--- config.mk ---
export PLATFORM = sky130hd
export DESIGN_NAME = ttd_avg
export DESIGN_NICKNAME = d
export VERILOG_FILES = /design/src/rtl/ttd_avg.sv
export SDC_FILE = /design/constraint.sdc
export NUM_CORES = 1
export LEC_CHECK = 0
export CAP_MARGIN = 15
export CORE_MARGIN = 2
export CORE_UTILIZATION = 60
export DETAILED_ROUTE_END_ITERATION = 8
export GPL_TIMING_DRIVEN = 0
export PLACE_DENSITY = 0.91
export SLEW_MARGIN = 20
export SYNTH_ARGS = -nofsm -noshare
export SYNTH_HDL_FRONTEND = slang
export SYNTH_SLANG_ARGS = --single-unit
--- constraint.sdc ---
create_clock -name clk -period 4.6 [get_ports clk]
set_input_delay 0.92 -clock clk [delete_from_list [all_inputs] [get_ports clk]]
set_output_delay 0.92 -clock clk [all_outputs]
set_load 0.01 [all_outputs]
--- src/rtl/ttd_avg.sv ---
// ============================================================================
// Module   : ttd_avg
// Function : Averaging time-to-digital converter for the capacitor/comparator
//            temperature front end. Optional macro: TTD_GLITCH_FILTER_EN.
// Revision : 1.0
// ============================================================================
`timescale 1ns/1ps
`default_nettype none

module ttd_avg #(
    parameter int CNT_WIDTH  = 9,
    parameter int RST_CYCLES = 16,
    parameter int AVG_LOG2   = 2,
    parameter int OUT_WIDTH  = 8
) (
    input  logic                 clk,
    input  logic                 rst,
    input  logic                 start,
    input  logic                 continuous,
    input  logic                 in,
    output logic                 rst_cap,
    output logic                 busy,
    output logic [OUT_WIDTH-1:0] sample_out,
    output logic                 sample_valid,
    input  logic                 sample_ready,
    output logic                 sample_timeout
);

    localparam int c_ACC_W = CNT_WIDTH + AVG_LOG2;
    localparam int c_IDX_W = AVG_LOG2 + 1;
    localparam int c_RC_W  = $clog2(RST_CYCLES + 1);
    localparam logic [c_RC_W-1:0]    c_RST_LAST = c_RC_W'(RST_CYCLES - 1);
    localparam logic [c_IDX_W-1:0]   c_NSAMP    = c_IDX_W'(2 ** AVG_LOG2);
    localparam logic [CNT_WIDTH-1:0] c_CNT_MAX  = '1;
    localparam logic [OUT_WIDTH-1:0] c_OUT_MAX  = '1;

    typedef enum logic [1:0] {
        S_IDLE   = 2'd0,
        S_RESET  = 2'd1,
        S_CHARGE = 2'd2,
        S_DONE   = 2'd3
    } state_t;

    state_t               r_state;
    logic                 r_in_meta;
    logic                 r_in_s;
    logic                 r_in_d;
    logic [c_RC_W-1:0]    r_rst_cnt;
    logic [CNT_WIDTH-1:0] r_cnt;
    logic [c_IDX_W-1:0]   r_idx;
    logic [c_ACC_W-1:0]   r_acc;
    logic                 r_to;

    logic                 w_edge;
    logic                 w_slot_free;
    logic                 w_sample_done;
    logic [CNT_WIDTH-1:0] w_sample;
    logic [CNT_WIDTH-1:0] w_avg;
    logic [OUT_WIDTH-1:0] w_sat;
    logic [c_IDX_W-1:0]   w_idx_next;

    always_ff @(posedge clk) begin
        if (rst) begin
            r_in_meta <= 1'b0;
            r_in_s    <= 1'b0;
            r_in_d    <= 1'b0;
        end else begin
            r_in_meta <= in;
            r_in_s    <= r_in_meta;
            r_in_d    <= r_in_s;
        end
    end

`ifdef TTD_GLITCH_FILTER_EN
    // Edge only after two consecutive high samples following a low one.
    logic r_in_d2;

    always_ff @(posedge clk) begin
        if (rst) begin
            r_in_d2 <= 1'b0;
        end else begin
            r_in_d2 <= r_in_d;
        end
    end

    assign w_edge = r_in_s & r_in_d & ~r_in_d2;
`else
    assign w_edge = r_in_s & ~r_in_d;
`endif

    assign w_slot_free   = ~sample_valid | sample_ready;
    assign w_sample_done = w_edge | (r_cnt == c_CNT_MAX);
    assign w_sample      = w_edge ? r_cnt : c_CNT_MAX;
    assign w_idx_next    = r_idx + c_IDX_W'(1);
    assign w_avg         = r_acc[c_ACC_W-1:AVG_LOG2];

    generate
        if (OUT_WIDTH < CNT_WIDTH) begin : g_sat
            assign w_sat = (|w_avg[CNT_WIDTH-1:OUT_WIDTH]) ? c_OUT_MAX : w_avg[OUT_WIDTH-1:0];
        end else begin : g_nosat
            assign w_sat = w_avg[OUT_WIDTH-1:0];
        end
    endgenerate

    always_ff @(posedge clk) begin
        if (rst) begin
            r_state        <= S_IDLE;
            rst_cap        <= 1'b1;
            busy           <= 1'b0;
            sample_out     <= '0;
            sample_valid   <= 1'b0;
            sample_timeout <= 1'b0;
            r_rst_cnt      <= '0;
            r_cnt          <= '0;
            r_idx          <= '0;
            r_acc          <= '0;
            r_to           <= 1'b0;
        end else begin
            // DONE below overrides this clear when both happen together.
            if (sample_valid && sample_ready) begin
                sample_valid <= 1'b0;
            end
            case (r_state)
                S_IDLE: begin
                    if ((start || continuous) && w_slot_free) begin
                        r_state   <= S_RESET;
                        busy      <= 1'b1;
                        r_rst_cnt <= '0;
                        r_acc     <= '0;
                        r_idx     <= '0;
                    end
                end
                S_RESET: begin
                    if (r_rst_cnt == c_RST_LAST) begin
                        r_state <= S_CHARGE;
                        rst_cap <= 1'b0;
                        r_cnt   <= '0;
                    end else begin
                        r_rst_cnt <= r_rst_cnt + c_RC_W'(1);
                    end
                end
                S_CHARGE: begin
                    if (w_sample_done) begin
                        r_acc     <= r_acc + c_ACC_W'(w_sample);
                        r_idx     <= w_idx_next;
                        rst_cap   <= 1'b1;
                        r_rst_cnt <= '0;
                        if (!w_edge) begin
                            r_to <= 1'b1;
                        end
                        r_state <= (w_idx_next == c_NSAMP) ? S_DONE : S_RESET;
                    end else begin
                        r_cnt <= r_cnt + CNT_WIDTH'(1);
                    end
                end
                S_DONE: begin
                    sample_out     <= w_sat;
                    sample_valid   <= 1'b1;
                    sample_timeout <= r_to;
                    r_to           <= 1'b0;
                    busy           <= 1'b0;
                    r_state        <= S_IDLE;
                end
                default: begin
                    r_state <= S_IDLE;
                    busy    <= 1'b0;
                    rst_cap <= 1'b1;
                end
            endcase
        end
    end

endmodule

`default_nettype wire

==> flow_summary.yaml <==
clock_network:
  clock_latency_ns: 0.30
  cts_tree: "built"
  cts_setup_buffers: 0
  clockBufferDepth: 2
  postCtsHoldBufs: 0
  cts_buffers: 5
  htree_levels: 2
  clk_pin_slew_ns: 0.08
  cts_sinks: 46
  ctsResizeCount: 0
  root_buffer: "clkbuf_8"
synth:
  ys_top_cells_by_area: "dfxtp_1 40%, ha_1 8.1%, nor2_1 5.0%"
  async_flop_share: 0
  synth_top_area_cell: "dfxtp_1"
  syn_inst: 264
  syn-num-nets: 286
  synthFlopType: "dfxtp_1"
  ys_ff_latch: 46
  synth_area_sq_um: 2317
  synth_top_area_frac: 0.3974
  synth_common_cells: "46 x dfxtp_1, 31 x nor2_1, 21 x nand2_1, 21 x nor3_1, 17 x nand2b_1"
  yosysUniqueCellTypes: 46
  synth.avg_cell_area_sq_um: 8.777
  synth_seq_area_share: 0.3974
  yosys_warnings: 0
  synth_edf_count: 0
  synth.most_common_cell: "dfxtp_1"
detailed_routing:
  drc: 0
  ant_nets: 0
  vias: 1942
  wl_per_cell_um: 14.18
  dr.pass1.iters: 4
  via_per_inst: 5.763
  first_iter_violations: 120
  finalWirelength_um: 4780
critical_path:
  crit_required_ns: 4.83
  cp.arrival_ns: 2.90
  r2r_cells: 11
  crit_cells: 11
  path_buf_inv: 2
  cp_top_family: "adder cells"
  end_kind: "flip-flop"
  critPathSlowestCell: "fa_1"
  crit_fanout: 10
  startpoint_type: "flip-flop"
  path_cells: "and2b_4 > clkbuf_1 > nand2b_1 > ha_1 > inv_1 > fa_1 > nand2b_1 > a21oi_1 > o21ai_0 > a21oi_1 > mux2i_1"
  max_stage_delay_ns: 0.39
  path_class: "reg -> reg"
sta:
  fmaxAchievable_mhz: 375.5
  rsz0062_at_grt: "false"
  tns_ns: 0
  slew_headroom: 0.5636
  finalSetupViolCount: 0
  slew_viol_final: 0
  hold_viol_final: 0
  worstMarginPinSlew_ns: 0.6510
  fin_crit_ns: 2.663
  skew_ns: 0.006394
  post-route-period-util: 0.5789
finish:
  fin_area_sq_um: 2654
  finalNetCount: 310
  regArea_sq_um: 920.9
  final_core_util: 0.7195
  drive_gt1_frac: 0.05882
  diodes: 0
  multiInputGateArea_sq_um: 1325
  fill_cells: 249
  syn_to_final_growth_pct: 14.53
die:
  die_h_um: 66.15
  dieArea_sq_um: 4375
  core-area_sq_um: 3689
  initial_core_util: 0.6282
  rows: 22
  ios: 18
  die_x_um: 66.15
global_route:
  grt_pass1_wl_um: 8349
  antenna_found_initial: 0
  overflow: 0
  grt_max_degree: 14
  grt_pass1_vias: 1860
  grtUsageTotal: 0.2480
job:
  max_cap_violations: 0
run_status:
  status: "completed"
power_and_ir_drop:
  power.density_nw_per_um2: 283.9
  ir_drop_mv: 0.1796
  power.leakage_nw: 1.014
  finalPower_mw: 0.7533
placement:
  dpl_cell_area_sq_um: 2547
  io_buffer_count: 17
  place_congestion: 0.8688
  dp_hpwl_um: 3446
hold_path:
  hold_class: "reg -> reg"
  min_path_cells: 1
-- logic make-up after synthesis --
kind of cell | Yosys count | synth area share
adder cells (fa/ha/maj) | 16 | 0.08963
AND/OR/NAND/NOR | 118 | 0.2689
AO/OA/AOI/OAI | 54 | 0.1561
buffers and inverters | 15 | 0.03078
XOR/XNOR | 14 | 0.05291
flip-flops | 46 | 0.3974
multiplexers | 1 | 0.004320
-- layer usage --
metal,GRT usage,share of wire
met5,0,0
met4,0.08163,0.015
met3,0.06133,0.040
met2,0.4263,0.49
met1,0.3016,0.45
-- worst reg2reg max path, delay by kind of cell, from the launching register on --
| family | cells | cell delay (ns) |
|---|---|---|
| compound gates | 3 | 0.60 |
| buf+inv | 2 | 0.30 |
| fa+ha+maj | 2 | 0.60 |
| mux | 1 | 0.19 |
| flops | 1 | 0.34 |
| simple gates | 3 | 0.56 |
-- power by group --
part | leakage (nW) | internal, mW | switching [mW]
clock network | 0.0524 | 0.163 | 0.131
logic | 0.590 | 0.0228 | 0.0325
registers | 0.372 | 0.402 | 0.00292
total | 1.01 | 0.587 | 0.166
-- final timing paths --
| kind | startpoint | slack [ns] | to |
|---|---|---|---|
| worst max-delay path | r_in_d$_SDFF_PP0_ | 1.94 | r_acc[10]$_SDFFE_PP0P_ |
| worst min-delay path | r_in_meta$_SDFF_PP0_ | 0.45 | r_in_s$_SDFF_PP0_ |
| worst max register to register | r_in_d$_SDFF_PP0_ | 1.94 | r_acc[10]$_SDFFE_PP0P_ |
| worst min register to register | r_in_meta$_SDFF_PP0_ | 0.45 | r_in_s$_SDFF_PP0_ |
-- registers in the layout, indices dropped and copies added (netlist names) --
name,count
r_rst_cnt,5
r_cnt,9
r_in_s,1
r_in_meta,1
rst_cap,1
r_in_d,1
sample_timeout,1
sample_valid,1
r_state,2
r_acc,11
r_to,1
sample_out,8
busy,1
r_idx,3
-- per-stage QoR --
| stage | worst slack [ns] | std cells | hold slack, ns |
|---|---|---|---|
| final | 1.937 | 337 | 0.4532 |
| after global routing | 1.759 | 337 | 0.4780 |
| after CTS | 1.957 | 337 | 0.4551 |
| after floorplan | 2.373 | 264 | 0.4138 |
| after detailed placement | 2.037 | 329 | 0.4333 |
| after global placement | 2.065 | 329 | 0.4235 |
-- cells in the final DEF, fill, tap and decap left out, types with 2 or more instances in the layout --
cell,n
clkbuf_1,7
clkdlybuf4s50_1,17
nand3b_1,3
o21ai_0,10
buf_6,2
a21o_1,4
clkbuf_8,5
nand4_1,3
dfxtp_1,46
nand2_1,21
xnor2_1,4
and3_1,3
a22o_1,2
o22ai_1,3
nand3_1,4
a31oi_1,2
a21oi_1,16
nor3_1,21
o21bai_1,2
or3_1,3
nor2b_1,4
o41ai_1,2
and2_1,2
ha_1,15
nor2_1,31
o211ai_1,3
xor2_1,10
nand2b_1,17
inv_1,7
-- final cells by class --
type / instances / area share
plain buffers: 8 / 0.01697
clock buffers: 7 / 0.02876
clock inverters: 1 / 0.01132
inverters: 7 / 0.009901
multi-input cells: 203 / 0.4993
flip-flops and latches: 46 / 0.3470
well taps: 48 / 0.02263
repair buffers: 17 / 0.06412
Note: power is estimated with default switching activity, not from simulation.
